File: src/rtl/hex_display_driver_if.sv
// ============================================================================
// hex_display_driver_if : load/data/mode bus and segment outputs | rev 1.0
// ============================================================================
`default_nettype none

interface hex_display_driver_if #(
  parameter int NUM_DIGITS = 6
);
  logic                      load;
  logic [4*NUM_DIGITS-1:0]   data;
  logic [1:0]                mode;
  logic [NUM_DIGITS-1:0]     blink_mask;
  logic [7*NUM_DIGITS-1:0]   hex_seg;
  logic                      blink_phase;

  modport master (
    output load, data, mode, blink_mask,
    input  hex_seg, blink_phase
  );

  modport slave (
    input  load, data, mode, blink_mask,
    output hex_seg, blink_phase
  );
endinterface

`default_nettype wire

File: src/rtl/hex_display_driver.sv
// ============================================================================
// hex_display_driver : registered 7-seg driver with LZB, blink, lamp test | rev 1.0
// ============================================================================
`default_nettype none

module hex_display_driver #(
  parameter int NUM_DIGITS        = 6,
  parameter int BLINK_HALF_PERIOD = 25000000,
  parameter int ACTIVE_LOW        = 1
) (
  input  logic                   clk,
  input  logic                   reset,
  hex_display_driver_if.slave    bus
);

  localparam int CNT_W = (BLINK_HALF_PERIOD > 1) ? $clog2(BLINK_HALF_PERIOD) : 1;
  localparam logic [CNT_W-1:0] c_CNT_MAX   = CNT_W'(BLINK_HALF_PERIOD - 1);
  localparam logic [1:0]       c_MODE_HEX   = 2'd0;
  localparam logic [1:0]       c_MODE_LZB   = 2'd1;
  localparam logic [1:0]       c_MODE_BLANK = 2'd2;
  localparam logic [1:0]       c_MODE_LAMP  = 2'd3;
  localparam logic [7*NUM_DIGITS-1:0] c_SEG_BLANK =
    (ACTIVE_LOW != 0) ? {(7*NUM_DIGITS){1'b1}} : {(7*NUM_DIGITS){1'b0}};

  logic [4*NUM_DIGITS-1:0] r_data_q;
  logic [1:0]              r_mode_q;
  logic [NUM_DIGITS-1:0]   r_mask_q;
  logic [CNT_W-1:0]        r_cnt;
  logic                    r_blink_phase;
  logic [7*NUM_DIGITS-1:0] r_hex_seg;
  logic [7*NUM_DIGITS-1:0] w_seg_next;
  logic                    w_wrap;

  // Active-high segment patterns, bit 0 = segment a
  function automatic logic [6:0] f_decode(input logic [3:0] nib);
    case (nib)
      4'h0: f_decode = 7'h3F;
      4'h1: f_decode = 7'h06;
      4'h2: f_decode = 7'h5B;
      4'h3: f_decode = 7'h4F;
      4'h4: f_decode = 7'h66;
      4'h5: f_decode = 7'h6D;
      4'h6: f_decode = 7'h7D;
      4'h7: f_decode = 7'h07;
      4'h8: f_decode = 7'h7F;
      4'h9: f_decode = 7'h6F;
      4'hA: f_decode = 7'h77;
      4'hB: f_decode = 7'h7C;
      4'hC: f_decode = 7'h39;
      4'hD: f_decode = 7'h5E;
      4'hE: f_decode = 7'h79;
      default: f_decode = 7'h71;
    endcase
  endfunction

  always_ff @(posedge clk or posedge reset) begin
    if (reset) begin
      r_data_q <= '0;
      r_mode_q <= c_MODE_HEX;
      r_mask_q <= '0;
    end else if (bus.load) begin
      r_data_q <= bus.data;
      r_mode_q <= bus.mode;
      r_mask_q <= bus.blink_mask;
    end
  end

  assign w_wrap = (r_cnt == c_CNT_MAX);

  always_ff @(posedge clk or posedge reset) begin
    if (reset) begin
      r_cnt         <= '0;
      r_blink_phase <= 1'b0;
    end else if (w_wrap) begin
      r_cnt         <= '0;
      r_blink_phase <= ~r_blink_phase;
    end else begin
      r_cnt <= r_cnt + CNT_W'(1);
    end
  end

  for (genvar gi = 0; gi < NUM_DIGITS; gi++) begin : g_digit
    logic       w_upper_nz;
    logic       w_lz_blank;
    logic       w_blink_off;
    logic [6:0] w_code;

    // A digit is a leading zero when it and every digit above it are zero
    assign w_upper_nz  = |r_data_q[4*NUM_DIGITS-1 : 4*gi];
    assign w_lz_blank  = (gi != 0) && !w_upper_nz && (r_mode_q == c_MODE_LZB);
    assign w_blink_off = r_mask_q[gi] && r_blink_phase;

    always_comb begin
      case (r_mode_q)
        c_MODE_BLANK: w_code = 7'h00;
        c_MODE_LAMP:  w_code = 7'h7F;
        default:      w_code = (w_lz_blank || w_blink_off) ? 7'h00
                                                           : f_decode(r_data_q[4*gi +: 4]);
      endcase
    end

    assign w_seg_next[7*gi +: 7] = (ACTIVE_LOW != 0) ? ~w_code : w_code;
  end

  always_ff @(posedge clk or posedge reset) begin
    if (reset) begin
      r_hex_seg <= c_SEG_BLANK;
    end else begin
      r_hex_seg <= w_seg_next;
    end
  end

  assign bus.hex_seg     = r_hex_seg;
  assign bus.blink_phase = r_blink_phase;

endmodule

`default_nettype wire

File: src/flat_wrapper.sv
// flat-port wrapper written by rule: the top's interface ports become plain ports
module hex_display_driver_flat 
#(
  parameter int NUM_DIGITS        = 6,
  parameter int BLINK_HALF_PERIOD = 25000000,
  parameter int ACTIVE_LOW        = 1
)
  (clk, reset, bus_load, bus_data, bus_mode, bus_blink_mask, bus_hex_seg, bus_blink_phase);
  hex_display_driver_if #(.NUM_DIGITS(NUM_DIGITS)) bus_i ();
  input  logic clk;
  input  logic reset;
  input wire logic [$bits(bus_i.load)-1:0] bus_load;
  input wire logic [$bits(bus_i.data)-1:0] bus_data;
  input wire logic [$bits(bus_i.mode)-1:0] bus_mode;
  input wire logic [$bits(bus_i.blink_mask)-1:0] bus_blink_mask;
  output wire logic [$bits(bus_i.hex_seg)-1:0] bus_hex_seg;
  output wire logic [$bits(bus_i.blink_phase)-1:0] bus_blink_phase;
  assign bus_i.load = bus_load;
  assign bus_i.data = bus_data;
  assign bus_i.mode = bus_mode;
  assign bus_i.blink_mask = bus_blink_mask;
  assign bus_hex_seg = bus_i.hex_seg;
  assign bus_blink_phase = bus_i.blink_phase;
  hex_display_driver #(.NUM_DIGITS(NUM_DIGITS), .BLINK_HALF_PERIOD(BLINK_HALF_PERIOD), .ACTIVE_LOW(ACTIVE_LOW)) u_core (.clk(clk), .reset(reset), .bus(bus_i));
endmodule
File: config.mk
export PLATFORM = sky130hd
export DESIGN_NAME = hex_display_driver_flat
export DESIGN_NICKNAME = d
export VERILOG_FILES = /design/src/rtl/hex_display_driver_if.sv /design/src/rtl/hex_display_driver.sv /design/src/flat_wrapper.sv
export SDC_FILE = /design/constraint.sdc
export NUM_CORES = 1
export LEC_CHECK = 0
export CAP_MARGIN = 30
export CORE_MARGIN = 4
export CORE_UTILIZATION = 35
export DETAILED_ROUTE_END_ITERATION = 16
export PLACE_DENSITY = 0.53
export SLEW_MARGIN = 20
export SYNTH_ARGS = -nofsm -noshare
export SYNTH_HDL_FRONTEND = slang
export SYNTH_SLANG_ARGS = --single-unit
File: constraint.sdc
create_clock -name clk -period 3.3 [get_ports clk]
set_input_delay 0.495 -clock clk [delete_from_list [all_inputs] [get_ports clk]]
set_output_delay 0.495 -clock clk [all_outputs]
set_load 0.05 [all_outputs]
# ---- Word level (Yosys, flattened, before mapping)
# Memories as Yosys holds them, arrays and structs flattened.
# Cells that the tools add are included.
dict set report word_totals {
  rom_bits 672
  ramBits 0
  regBits 100
  latch_bits 0
  memories 6
  inputBits 35
}
# name depth word_bits read_ports rd_clocked_by_memory_dff wr line_no
set memory_table {}
lappend memory_table {{(no name shown)} 16 7 1 0 0 hex_display_driver.sv:36} ;# case (nib)
lappend memory_table {{(no name shown)} 16 7 1 0 0 hex_display_driver.sv:36}
lappend memory_table {{(no name shown)} 16 7 1 0 0 hex_display_driver.sv:36}
lappend memory_table {{(no name shown)} 16 7 1 0 0 hex_display_driver.sv:36}
lappend memory_table {{(no name shown)} 16 7 1 0 0 hex_display_driver.sv:36}
lappend memory_table {{(no name shown)} 16 7 1 0 0 hex_display_driver.sv:36}
dict set report op_classes {
  addsub 1
  n_lt_le_gt_ge 0
  bitwise_logic 7
  n_eq_ne 4
  mul 0
  reduce_logical 26
  n_div 0
  shifts 0
  muxes 13
}
# cell n
set op_table {}
lappend op_table {{$pmux W7 S2} 6}
lappend op_table {{$mux W7} 6}
lappend op_table {{$not A7 Y7} 6}
lappend op_table {{$add A25 B1 Y25 const B} 1}
lappend op_table {{$eq A25 B25 Y1 const B} 1}
lappend op_table {{$mux W25} 1}
lappend op_table {{$reduce_or A20 Y1} 1}
lappend op_table {{$reduce_or A16 Y1} 1}
lappend op_table {{$reduce_or A12 Y1} 1}
lappend op_table {{$logic_and A1 B1 Y1} 11}
lappend op_table {{$reduce_or A8 Y1} 1}
lappend op_table {{$logic_not A1 Y1} 5}
lappend op_table {{$logic_or A1 B1 Y1} 5}
lappend op_table {{$eq A2 B2 Y1 const B} 2}
lappend op_table {{$reduce_or A4 Y1} 1}
lappend op_table {{$eq A2 B1 Y1 const B} 1}
lappend op_table {{$not A1 Y1} 1}

# ---- Longest topological paths before layout
dict set report logic_depth {
  ltp_word 7
  mapped_depth 6
  mapped_depth_nobuf 6
}

# ---- Worst setup path after synthesis
# No wires, ideal clock.
dict set report synth_path {
  path_kind {register -> register}
  startpoint {register u_core.r_data_q[21]}
  endpoint {register u_core.r_hex_seg[14] (netlist: u_core.bus.hex_seg[14])}
  setup_time_ns 0.098
  arrival_time_ns 1.599
  path_slack_ns 1.603
  required_ns 3.202
  stages_incl_launch_ff 7
  cell_sequence {dfrtp_1 -> inv_1 -> ha_1 -> and4bb_2 -> and4_1 -> a221oi_2 -> a21oi_1}
}
dict set report synth_between {
  elab_chain_len 7
}
# item line_no
set synth_rtl {}
lappend synth_rtl {{from (decl)} hex_display_driver.sv:25} ;# logic [4*NUM_DIGITS-1:0] r_data_q;
lappend synth_rtl {{from (signal assigned)} hex_display_driver.sv:62} ;# r_data_q <= bus.data;
lappend synth_rtl {{$reduce_or A16 Y1} hex_display_driver.sv:89} ;# assign w_upper_nz = |r_data_q[4*NUM_DIGITS-1 : 4*gi];
lappend synth_rtl {{$logic_not A1 Y1} hex_display_driver.sv:90} ;# assign w_lz_blank = (gi != 0) && !w_upper_nz && (r_mode_q == c_MODE_LZB);
lappend synth_rtl {{$logic_and A1 B1 Y1} hex_display_driver.sv:90}
lappend synth_rtl {{$logic_or A1 B1 Y1} hex_display_driver.sv:97} ;# default: w_code = (w_lz_blank || w_blink_off) ? 7'h00
lappend synth_rtl {{$mux W7} hex_display_driver.sv:97}
lappend synth_rtl {{$pmux W7 S2} hex_display_driver.sv:94} ;# case (r_mode_q)
lappend synth_rtl {{$not A7 Y7} hex_display_driver.sv:102} ;# assign w_seg_next[7*gi +: 7] = (ACTIVE_LOW != 0) ? ~w_code : w_code;
lappend synth_rtl {{named net u_core.w_seg_next[14]} hex_display_driver.sv:31} ;# logic [7*NUM_DIGITS-1:0] w_seg_next;
lappend synth_rtl {{to (signal assigned)} hex_display_driver.sv:107} ;# r_hex_seg <= c_SEG_BLANK;
lappend synth_rtl {{to (signal assigned)} hex_display_driver.sv:109} ;# r_hex_seg <= w_seg_next;
lappend synth_rtl {{to (decl)} hex_display_driver.sv:30} ;# logic [7*NUM_DIGITS-1:0] r_hex_seg;
# The timed path passes the listed nets, and every way through them passes these cells.
# A chain may end at the register's enable or synchronous reset.

# ---- Final worst setup path
dict set report layout_path {
  startpoint {register u_core.r_blink_phase (netlist: u_core.bus.blink_phase)}
  endpoint {output bus_blink_phase}
}
# item line_no
set layout_lines {}
lappend layout_lines {{from (decl)} hex_display_driver.sv:29} ;# logic r_blink_phase;
lappend layout_lines {{from (signal assigned)} hex_display_driver.sv:76} ;# r_blink_phase <= ~r_blink_phase;
lappend layout_lines {{to (decl)} flat_wrapper.sv:17} ;# output wire logic [$bits(bus_i.blink_phase)-1:0] bus_blink_phase;
# No word-level cell between the ends.

==> key figures <==
Run status
  • Status: finished, final reports clean

Detailed routing
  • Final WL: roughly 12000 um
  • DRC: 0
  • Routed vias: between 3000 and 4000
  • ANT nets after route: 0
  • Wire per inst: 15.0 um
  • Routed vias/inst: around 5
  • First-pass DRT Iterations: 4
  • Initial DRC Count: 163

Global route
  • Antenna violations before repair: 0
  • Vias in the first global route: roughly 3900
  • Gr usage total: between 10% and 20%
  • Largest net degree at the start of global routing: 63
  • First-pass GRT wire length: just under 20000 um
  • Grt total ovfl: 0

Power
  • Cell Pwr Density: between 500 and 600 nW/um^2
  • Final Power: between 3 and 4 mW
  • Leak Pwr: around 2.7 nW
  • Peak VDD IR: around 250 uV

Setup path
  • Critical path buffer and inverter count: 1
  • R2R depth: 4
  • Critical path's slowest cell: clkdlybuf4s50_1
  • WS Path Type: flip-flop to output pin
  • CP endpoint kind: output pin
  • Worst Setup Start Kind: flip-flop
  • Worst EP arrival: around 1.9 ns
  • CP max stage delay: 0.94 ns
  • FF-to-FF setup slack: between 1 and 1.5 ns
  • RR Endpoint: u_core.r_cnt[24]
  • Max Fanout on Critical Path: 8
  • Crit-path leading delay family: buffers and inverters
  • Worst EP required: roughly 2.8 ns
  • R2r startpoint: u_core.r_cnt[2]
  • Crit path cell chain: clkdlybuf4s50_1

Logic synthesis
  • Yosys top cell by area: dfrtp_1
  • Largest cells by area after synthesis: dfrtp_1 (28%), dfstp_2 (21%), ha_1 (8.8%)
  • Post-synth top flop: dfrtp_1
  • Asr flop ratio synth: 100%
  • Flops & latches, synth: 100
  • Sequential fraction of the synthesis area: between 40% and 50%
  • Post-synth top area share: between 20% and 30%
  • Post-Syn Instances: about 530
  • Syn avg cell area: 10.0 sq um
  • Synth unique cells: 47
  • Synth Cell Area: about 5300 sq um
  • Yosys Warn Count: 0
  • Number of synthesized flops with an enable pin: 0
  • Top-count cell post-synth: a21oi_1
  • Synth top cells by count: a21oi_1 (64), dfrtp_1 (58), o21ai_0 (51)
  • Net Count, Synth: between 500 and 600

STA
  • Final worst slack: approximately 0.94 ns
  • Rel. slew slack: 42.0%
  • Setup violators final: 0
  • Post-route setup TNS: 0 ns
  • Fin crit period: roughly 2.4 ns
  • Worst slew pin tran: ~0.87 ns
  • RSZ-0062 raised after global routing: no
  • Endpoints failing hold: 0
  • Fmax: about 0.42 GHz
  • Max Slew Vio Count: 0
  • Fin crit share: a little under three quarters
  • Layout Skew: 0.00540 ns

Clock network
  • Reg clk slew, reported paths: 0.07 ns
  • H-Tree Depth: 3
  • CTS tree: done
  • Clk Latency, worst-skew pair: between 0.3 and 0.4 ns
  • Post-CTS setup buffers: 0
  • Num CTS Buffers: 9
  • Clock root cell: clkbuf_16
  • Maximum root-to-sink buffer count: 2
  • Clock sink total: 100
  • CTS Hold Bufs: 0
  • CTS resizes: 0

Min path
  • Worst hold path class: flip-flop to flip-flop
  • Hold Path End: u_core.r_cnt[0]
  • HP Start: u_core.r_cnt[0]
  • Cells on Worst Hold Path: 1

Die
  • Initial Util: 36.0%
  • # rows: 44
  • Die width: ~130 um
  • Die area: about 17000 sq um
  • Ports: 78
  • Core area: about 15000 sq um
  • DIE HEIGHT: between 100 and 150 um

Place
  • Port bufs: 77
  • GP Congestion: roughly 0.83
  • Pre-CTS setup slack: about 1.2 ns
  • HPWL after detailed placement: 8210 um

Finish
  • Register area: around 2600 sq um
  • Ant diodes: 0
  • Nets@finish: between 600 and 700
  • Filler cells: between 1000 and 1500
  • Area delta synth->final: 23.6%
  • Fraction of layout cells with a size suffix above 1: between 15 and 20%
  • Multi-input logic area: about 2500 sq um

Run
  • Max_cap viols: 0
through the flow:
step	util, %	hold slack [ns]	instance area (sq um)	cells
floorplan	-	0.424	5280	527
global placement	42.2	0.437	6190	760
CTS	44.5	0.465	6520	775
global route	44.5	0.480	6520	775
detailed placement	42.2	0.455	6190	760
finish	44.5	0.462	6520	775
power breakdown:
group / internal [mW] / switching [mW]
clock network: 0.739 / 0.462
registers: 1.42 / 0.105
logic: 0.347 / 0.601
worst max path at each step:
| stage | startpoint | to | depth (start not counted) |
|---|---|---|---|
| after floorplan | reset | u_core.bus.blink_phase | 1 |
| after global placement | u_core.r_data_q[12] | u_core.bus.hex_seg[9] | 6 |
| after detailed placement | u_core.r_data_q[12] | u_core.bus.hex_seg[9] | 6 |
| after CTS | u_core.bus.blink_phase | bus_blink_phase | 1 |
| after global routing | u_core.bus.blink_phase | bus_blink_phase | 1 |
| final | u_core.bus.blink_phase | bus_blink_phase | 1 |
final cells by class:
class	count	area share (%)
clock buffer	9	3.45
clock inverter	6	1.73
inverter	32	1.88
multi-input combinational	363	37.9
sequential	100	39.2
tap	184	3.53
timing repair buffer	81	12.4
cells in the final DEF (no fill, tap or decap), types with 15 or more instances in the layout:
cell type        netlist  routed
nor2_1                22      22
a31oi_1               15      15
mux2_2                18      18
dfstp_2               42      42
nand2_1               44      44
clkdlybuf4s50_1        0      76
dfrtp_1               58      58
inv_1                 32      31
a21oi_1               64      64
ha_1                  37      37
o21ai_0               51      51
state kept, by name, indices dropped and copies added, names as in the netlist:
| signal | flops |
|---|---|
| u_core.r_cnt | 25 |
| u_core.bus.hex_seg | 42 |
| u_core.r_mode_q | 2 |
| u_core.r_mask_q | 6 |
| u_core.r_data_q | 24 |
| u_core.bus.blink_phase | 1 |
cells by family after synthesis:
group	synth area share, %
buffers and inverters	4.77
xor gates and xnor gates	2.49
adders and majority gates	8.77
muxes	6.02
AOI/OAI and AO/OA	16.6
DFF	48.4
and+or+nand+nor	13.0
metal layers:
metal / routed length [um] / vias to the layer above / part of all wire (%) / global-route usage [%]
met5: 0 / - / 0 / 0
li1: - / 1962 / - / -
met4: 142 / 0 / 1.2 / 4.17
met2: 5460 / 53 / 47 / 23.0
met3: 432 / 14 / 3.7 / 3.90
met1: 5580 / 1866 / 48 / 19.2
(Power assumes the default switching activity.)
